[src/rtl/servo_joint_drive_pkg.sv]
// Shared constants and types for the servo joint drive and its tick divider.
package servo_pkg;

  localparam int unsigned POS_W = 8;

  localparam logic [1:0] BTN_HOLD = 2'b00;
  localparam logic [1:0] BTN_DEC  = 2'b01;
  localparam logic [1:0] BTN_INC  = 2'b10;

  typedef enum logic [1:0] {
    LOAD = 2'd0,
    HIGH = 2'd1,
    LOW  = 2'd2
  } state_t;

endpackage

[src/rtl/servo_joint_drive_if.sv]
// Command / status bundle between the move decoder and one joint drive.
interface servo_joint_drive_if;

  logic                        en;
  logic [1:0]                  btn;
  logic [servo_pkg::POS_W-1:0] pos;
  logic                        pwm;
  logic                        at_limit;
  logic                        frame_stb;

  modport master (
    output en, btn,
    input  pos, pwm, at_limit, frame_stb
  );

  modport slave (
    input  en, btn,
    output pos, pwm, at_limit, frame_stb
  );

endinterface

[src/rtl/servo_joint_drive_tick_div.sv]
// Free-running divider: one-cycle tick every DIV clocks.
module tick_div #(
  parameter int unsigned DIV = 500_000
) (
  input  logic clk,
  input  logic rst,
  output logic tick
);

  localparam int unsigned CW = (DIV > 1) ? $clog2(DIV) : 1;

  logic [CW-1:0] cnt_q, cnt_d;

  always_comb begin
    tick  = (cnt_q == CW'(DIV - 1));
    cnt_d = tick ? '0 : cnt_q + CW'(1);
  end

  always_ff @(posedge clk) begin
    if (rst) cnt_q <= '0;
    else     cnt_q <= cnt_d;
  end

endmodule

[src/rtl/servo_joint_drive.sv]
// Joint drive: rate-limited saturating position integrator plus 50 Hz servo PWM.
module servo_joint_drive
  import servo_pkg::*;
#(
  parameter int unsigned PWM_PERIOD_CYC = 2_000_000,
  parameter int unsigned PULSE_MIN_CYC  = 100_000,
  parameter int unsigned STEP_CYC       = 392,
  parameter int unsigned RATE_DIV       = 500_000,
  parameter logic [POS_W-1:0] POS_RESET = 8'd128
) (
  input  logic                clk,
  input  logic                rst,
  servo_joint_drive_if.slave  bus
);

  localparam int unsigned FC_W =
    ($clog2(PWM_PERIOD_CYC) > 22) ? $clog2(PWM_PERIOD_CYC) : 22;
  localparam logic [FC_W-1:0] FC_LAST = FC_W'(PWM_PERIOD_CYC - 1);

  logic             tick;
  logic [POS_W-1:0] pos_q, pos_d;
  state_t           state_q, state_d;
  logic [FC_W-1:0]  fc_q, fc_d;
  logic [FC_W-1:0]  width_q, width_d;
  logic             pwm_q, pwm_d;
  logic             stb_q, stb_d;

  tick_div #(.DIV(RATE_DIV)) u_rate (
    .clk  (clk),
    .rst  (rst),
    .tick (tick)
  );

  always_comb begin
    pos_d = pos_q;
    if (tick && bus.en) begin
      unique case (bus.btn)
        BTN_INC: if (pos_q != '1) pos_d = pos_q + POS_W'(1);
        BTN_DEC: if (pos_q != '0) pos_d = pos_q - POS_W'(1);
        default: pos_d = pos_q;
      endcase
    end
  end

  // pwm/frame_stb are registered, so the pulse lags fc by one cycle; the
  // high time still equals width cycles and reset clears pwm immediately.
  always_ff @(posedge clk) begin
    if (rst) begin
      pos_q   <= POS_RESET;
      state_q <= LOAD;
      fc_q    <= '0;
      width_q <= '0;
      pwm_q   <= 1'b0;
      stb_q   <= 1'b0;
    end else begin
      pos_q   <= pos_d;
      state_q <= state_d;
      fc_q    <= fc_d;
      width_q <= width_d;
      pwm_q   <= pwm_d;
      stb_q   <= stb_d;
    end
  end

  always_comb begin
    state_d = state_q;
    fc_d    = fc_q + FC_W'(1);
    if (fc_q == FC_LAST) begin
      fc_d    = '0;
      state_d = LOAD;
    end else begin
      unique case (state_q)
        LOAD:    state_d = HIGH;
        HIGH:    if (fc_q >= width_q) state_d = LOW;
        LOW:     state_d = LOW;
        default: state_d = LOAD;
      endcase
    end
  end

  always_comb begin
    width_d = width_q;
    pwm_d   = 1'b0;
    stb_d   = 1'b0;
    unique case (state_q)
      LOAD: begin
        width_d = FC_W'(PULSE_MIN_CYC) + FC_W'(pos_q) * FC_W'(STEP_CYC);
        pwm_d   = 1'b1;
        stb_d   = 1'b1;
      end
      HIGH:    pwm_d = (fc_q < width_q);
      default: pwm_d = 1'b0;
    endcase
  end

  assign bus.pos       = pos_q;
  assign bus.pwm       = pwm_q;
  assign bus.frame_stb = stb_q;
  assign bus.at_limit  = ((pos_q == '0) && (bus.btn == BTN_DEC)) ||
                         ((pos_q == '1) && (bus.btn == BTN_INC));

endmodule

[src/flat_wrapper.sv]
// flat-port wrapper written by rule: the top's interface ports become plain ports
module servo_joint_drive_flat import servo_pkg::*;
#(
  parameter int unsigned PWM_PERIOD_CYC = 2_000_000,
  parameter int unsigned PULSE_MIN_CYC  = 100_000,
  parameter int unsigned STEP_CYC       = 392,
  parameter int unsigned RATE_DIV       = 500_000,
  parameter logic [POS_W-1:0] POS_RESET = 8'd128
)
  (clk, rst, bus_en, bus_btn, bus_pos, bus_pwm, bus_at_limit, bus_frame_stb);
  servo_joint_drive_if bus_i ();
  input  logic clk;
  input  logic rst;
  input wire logic [$bits(bus_i.en)-1:0] bus_en;
  input wire logic [$bits(bus_i.btn)-1:0] bus_btn;
  output wire logic [$bits(bus_i.pos)-1:0] bus_pos;
  output wire logic [$bits(bus_i.pwm)-1:0] bus_pwm;
  output wire logic [$bits(bus_i.at_limit)-1:0] bus_at_limit;
  output wire logic [$bits(bus_i.frame_stb)-1:0] bus_frame_stb;
  assign bus_i.en = bus_en;
  assign bus_i.btn = bus_btn;
  assign bus_pos = bus_i.pos;
  assign bus_pwm = bus_i.pwm;
  assign bus_at_limit = bus_i.at_limit;
  assign bus_frame_stb = bus_i.frame_stb;
  servo_joint_drive #(.PWM_PERIOD_CYC(PWM_PERIOD_CYC), .PULSE_MIN_CYC(PULSE_MIN_CYC), .STEP_CYC(STEP_CYC), .RATE_DIV(RATE_DIV), .POS_RESET(POS_RESET)) u_core (.clk(clk), .rst(rst), .bus(bus_i));
endmodule
[config.mk]
export PLATFORM = sky130hd
export DESIGN_NAME = servo_joint_drive_flat
export DESIGN_NICKNAME = d
export VERILOG_FILES = /design/src/rtl/servo_joint_drive_pkg.sv /design/src/rtl/servo_joint_drive_if.sv /design/src/rtl/servo_joint_drive_tick_div.sv /design/src/rtl/servo_joint_drive.sv /design/src/flat_wrapper.sv
export SDC_FILE = /design/constraint.sdc
export NUM_CORES = 1
export LEC_CHECK = 0
export ABC_CLOCK_PERIOD_IN_PS = 7600
export CORE_MARGIN = 2
export CORE_UTILIZATION = 45
export CTS_BUF_LIST = sky130_fd_sc_hd__clkbuf_8
export CTS_CLUSTER_DIAMETER = 50
export DETAILED_ROUTE_END_ITERATION = 10
export PLACE_DENSITY_LB_ADDON = 0.2
export SETUP_SLACK_MARGIN = 0.2
export SLEW_MARGIN = 20
export SYNTH_ARGS = -nofsm -noshare
export SYNTH_HDL_FRONTEND = slang
export SYNTH_SLANG_ARGS = --single-unit
[constraint.sdc]
create_clock -name clk -period 7.6 [get_ports clk]
set_input_delay 1.52 -clock clk [delete_from_list [all_inputs] [get_ports clk]]
set_output_delay 1.52 -clock clk [all_outputs]
set_load 0.005 [all_outputs]
# After elaboration in Yosys (flattened, before gate mapping)
# Cells that the tools add are included.
# W data, S select, Z words.
dict set report classes {
  addsub 5
  multipliers 1
  n_div 0
  magnitude_cmp 2
  eq_ne 11
  shifts 0
  mux 7
  n_bitwise 0
  n_reduce_logical 11
}
# op n
set ops {}
lappend ops {{$add A22 B1 Y22 const B} 1}
lappend ops {{$eq A22 B21 Y1 const B} 1}
lappend ops {{$ge A22 B22 Y1} 1}
lappend ops {{$lt A22 B22 Y1} 1}
lappend ops {{$add A19 B1 Y19 const B} 1}
lappend ops {{$eq A19 B19 Y1 const B} 1}
lappend ops {{$add A17 B17 Y18 const A} 1}
lappend ops {{$mux W8} 2}
lappend ops {{$pmux W8 S2} 1}
lappend ops {{$mul A8 B6 Y14 const B} 1}
lappend ops {{$add A8 B1 Y8 const B} 1}
lappend ops {{$eq A8 B8 Y1 const B} 1}
lappend ops {{$logic_not A8 Y1} 1}
lappend ops {{$ne A8 B8 Y1 const B} 1}
lappend ops {{$reduce_bool A8 Y1} 1}
lappend ops {{$sub A8 B1 Y8 const B} 1}
lappend ops {{$ne A2 B1 Y1 const B} 3}
lappend ops {{$pmux W2 S3} 1}
lappend ops {{$eq A2 B1 Y1 const B} 2}
lappend ops {{$eq A2 B2 Y1 const B} 2}
lappend ops {{$reduce_and A4 Y1} 1}
lappend ops {{$reduce_or A2 Y1} 2}
lappend ops {{$logic_and A1 B1 Y1} 3}
lappend ops {{$logic_not A2 Y1} 1}
lappend ops {{5 further kinds} 5}
dict set report word_totals {
  register_bits 75
  latch_bits 0
  mem_bits_rw 0
  rom_bits 0
  inputBits 5
  out_inout_bits 11
  wordCells 44
  n_memories 0
}

# Logic depth before layout (Yosys ltp)
dict set report logic_depth {
  depth_word 3
  depth_mapped 14
  mapped_depth_nobuf 14
}

# By module
# A second synthesis with hierarchy kept.
dict set report hier_totals {
  cells_unflattened 517
  hier_area_um2 4498.1
}
# module n_inst cells_per_inst area_per_inst_um2 seq_area_each_um2
set by_module_without_submodules {}
lappend by_module_without_submodules {servo_joint_drive 1 415 3602.2 980.9}
lappend by_module_without_submodules {tick_div 1 102 895.9 380.4}

# Worst setup path after synthesis
# No wires, ideal clock.
dict set report synth_path {
  path_type {in2out}
  from {in bus_btn[1]}
  to {out bus_at_limit}
  arrival_time_ns 2.265
  required_time_ns 6.080
  setup_slack_ns 3.815
  stages 4
  n_path_buf 0
  path_cell_list {inv_1 ha_1 nand3_1 o22ai_1}
}
dict set report synth_between {
  elab_chain_cells 3
  elab_cells_between_ends 5
  classes_between {2 x eq/ne; 3 x reduce/logical}
}
# item line_no
set synth_rtl {}
lappend synth_rtl {{from (decl)} flat_wrapper.sv:15} ;# input wire logic [$bits(bus_i.btn)-1:0] bus_btn;
lappend synth_rtl {{$eq A2 B1 Y1 / $eq A2 B2 Y1 (equally long branches)} {servo_joint_drive.sv:99, servo_joint_drive.sv:100}}
lappend synth_rtl {{$logic_and A1 B1 Y1 (on tied branches)} {servo_joint_drive.sv:99, servo_joint_drive.sv:100}}
lappend synth_rtl {{$logic_or A1 B1 Y1 (*)} servo_joint_drive.sv:99} ;# assign bus.at_limit = ((pos_q == '0) && (bus.btn == BTN_DEC)) ||
lappend synth_rtl {{to (decl)} flat_wrapper.sv:18} ;# output wire logic [$bits(bus_i.at_limit)-1:0] bus_at_limit;
# Mark *: on every way between the ends. The rest lies on a longest branch, timed or not.

# Worst setup path after layout
dict set report layout_path {
  from {in bus_btn[0]}
  to {out bus_at_limit}
}
# Same word-level chain as after synthesis.

==> results.md <==
* Fillers at around 930
* Largest family of logic cells by synthesized area: simple AND/OR/NAND/NOR gates
* Vias at 3508
* Worst Max-Slew Pin Slew at about 0.79 ns
* Setup TNS at 0 ns
* M1 WL at 4161 um
* Crit path capture type: output port
* Yosys top cell area share at 30.48%
* Max cap viols at 0
* DPL Wire Length at between 6000 and 7000 um
* Initial core utilization at 46.12%
* Post-Route WL at 8791 um
* CTS resizes at 0
* PortBufs at 15
* Area Growth Syn to Fin at 11.01%
* Peak VDD IR at 0.1269 mV
* Syn Area/Cell at 8.673 um2
* DR WL met2 at ~4300 um
* Mapped Nets at roughly 590
* Final non-filler cell total at 670
* Worst r2r src: u_core.bus.pos[2]
* Die footprint at roughly 11000 um2
* DRC at 0
* Reg2Reg Depth at 12
* Die Ht at 103.6 um
* H-tree Lvls at 3
* Worst Path Max Fanout at 9
* Total grt overflow at 0
* Top post-synthesis cells by area: dfxtp_1 (30%), ha_1 (17%), nor2_1 (6.4%)
* Inst Count DP at about 650
* Top-count cell post-synth: nor2_1
* Routed Antenna Nets at 0
* Initial DRC Count at 77
* Post-synth EDFFs at 0
* Worst hold slack at between 0.4 and 0.5 ns
* Simple-gate share of the synthesized area at between 20% and 30%
* Global Route Usage Sum at between 10% and 20%
* Distinct cell type count after synthesis at 58
* Final min period at approximately 5.0 ns
* Register area share after synthesis at 30.48%
* # IOs at 16
* Arrival time at the worst endpoint at roughly 3.5 ns
* Die span in x at 103.6 um
* CTS hold repair buffers at 0
* Cts bufs inserted at 9
* CTS Sinks at 68
* Layout cell share with drive strength beyond 1 at about 5.4%
* Met3 routed WL at roughly 220 um
* First-pass GRT wire length at roughly 16000 um
* CTS root buf: clkbuf_8
* Hold Path Class: reg2reg
* Synth async-reset ratio at 0%
* CP Launch Type: input port
* Lkg Pwr at roughly 2.2 nW
* Final hold viol count at 0
* Slew Limit Headroom at 47.53%
* Post-Synth XOR/XNOR Area at 10.00%
* Compound-gate portion of the synthesized area at about a tenth
* Synth Cell Area at about 4500 um2
* CTS tree: built
* Site Rows at 36
* Post-CTS setup buffers at 0
* Yosys warns at 0
* Vias in the first global route at around 3500
* WP data required at approximately 6 ns
* NumNets Final at about 600
* Mux share of post-synthesis cell area at 3.165%
* Top routing layer in use: met4
* Tcrit/Tclk final at 66.07%
* Final-report max-slew violation count at 0
* Dominant cell type by area after synthesis: dfxtp_1
* Reg2reg end: u_core.width_q[17]
* WHS Endpoint: u_core.u_rate.cnt_q[0]
* Power Density at 173.5 nW/um2
* # diodes at 0
* Worst Setup Path Type: in2out
* Seq cells post-synth at 68
* Synth Instances at around 500
* Worst Skew at around 0.011 ns
* Via density at 5.236
* Clock Tree Buf Depth at 2
* Status: complete, no violations
* Synth Flop Type: dfxtp_1
* Final setup vio count at 0
* Routability congestion estimate at slightly below 0.8
* Initial antenna violation count at 0
* WL per Instance at between 10 and 15 um
* Cells on Worst Hold Path at 1
* Largest net degree at the start of global routing at 29
* Synth Area in Adders at roughly a fifth
* CTS clock-pin slew for the worst setup and hold paths at 0.07 ns
* FF-to-FF setup slack at around 4.0 ns
* HP Start: u_core.u_rate.cnt_q[0]
* Clk_lat worst skew at around 0.35 ns
* RSZ-0062 raised after global routing: false
* Total core area at ~9700 um2
* Synth cell count leaders: nor2_1 (76), dfxtp_1 (68), ha_1 (61)
* Drt pass-1 iters at 4
* Max Clk Rate at ~0.20 GHz
==> how the worst max path moves through the flow <==
stage	to	cells past startpoint	start	slack, ns
after floorplan	bus_at_limit	4	bus_btn[1]	3.82
after global placement	bus_at_limit	5	bus_btn[0]	2.60
after detailed placement	bus_at_limit	5	bus_btn[0]	2.57
after CTS	bus_at_limit	5	bus_btn[0]	2.56
after global routing	bus_at_limit	5	bus_btn[0]	2.45
final	bus_at_limit	5	bus_btn[0]	2.58
==> per-layer routing <==
metal,vias up,global-route usage (%)
li1,1810,-
met1,1658,21.51
met2,33,30.51
met3,7,4.405
met4,0,5.502
met5,-,0
==> registers in the layout, summed over array words and instances, names as in the netlist <==
| name | cells |
|---|---|
| u_core.fc_q | 22 |
| u_core.state_q | 2 |
| u_core.width_q | 15 |
| u_core.bus.pos | 8 |
| u_core.bus.frame_stb | 1 |
| u_core.u_rate.cnt_q | 19 |
| u_core.bus.pwm | 1 |
==> layout by cell type, fill, tap and decap left out, types with 4 or more instances in the layout <==
master           synthesis  routed
nand4_1                 11      11
a211oi_1                 6       6
nor2b_1                  4       4
o21a_1                   6       6
a21oi_1                 18      18
xnor2_1                 19      19
nand3_1                 23      23
mux2i_1                 13      13
o31ai_1                  4       4
clkdlybuf4s50_1          0      15
ha_1                    61      61
fa_1                     4       4
nor3b_1                  5       5
nand2_1                 21      21
a21o_1                   8       8
xor2_1                  32      32
dfxtp_1                 68      68
clkbuf_8                 0      12
nor4b_1                  5       5
o21ai_0                 11      11
nor2_1                  76      76
and4_1                   4       4
and3_1                   9       9
inv_1                   51      52
==> area by class of cell <==
cell class                 instances  area (um2)  share of cell area, %
multi-input combinational        385        2861                  57.71
sequential                        68        1361                  27.45
inverter                          51       191.4                  3.861
tap                              133       166.4                  3.356
clock buffer                      12       165.2                  3.331
timing repair buffer              17       165.2                  3.331
clock inverter                     4       47.55                 0.9589
==> where the power goes <==
| part | total, mW | internal (mW) | switching [mW] |
|---|---|---|---|
| logic | 0.156 | 0.0678 | 0.0884 |
| clock network | 0.309 | 0.177 | 0.132 |
| registers | 0.395 | 0.382 | 0.0127 |
==> logic make-up after synthesis <==
kind of cell	Yosys count
AND/OR/NAND/NOR	184
AO/OA/AOI/OAI	71
flip-flops	68
adder cells (fa/ha/maj)	65
buffers and inverters	62
XOR/XNOR	51
multiplexers	14
==> per-stage QoR <==
step           setup WS [ns]  power (mW)  util (%)  instance area [um2]
2_1_floorplan          3.815      0.5181         -                 4467
3_3_place_gp           2.602      0.5540     49.01                 4746
3_5_place_dp           2.572      0.5596     49.01                 4746
4_1_cts                2.559      0.8693     51.20                 4959
5_1_grt                2.451      0.9120     51.20                 4959
6_report               2.578      0.8601     51.20                 4959
==> critical path, stage by stage <==
cell             delay [ns]
clkdlybuf4s50_1        0.49
ha_1                   0.36
nand3_1                0.12
o22ai_1                0.41
clkdlybuf4s50_1        0.61
(Power assumes the default switching activity.)
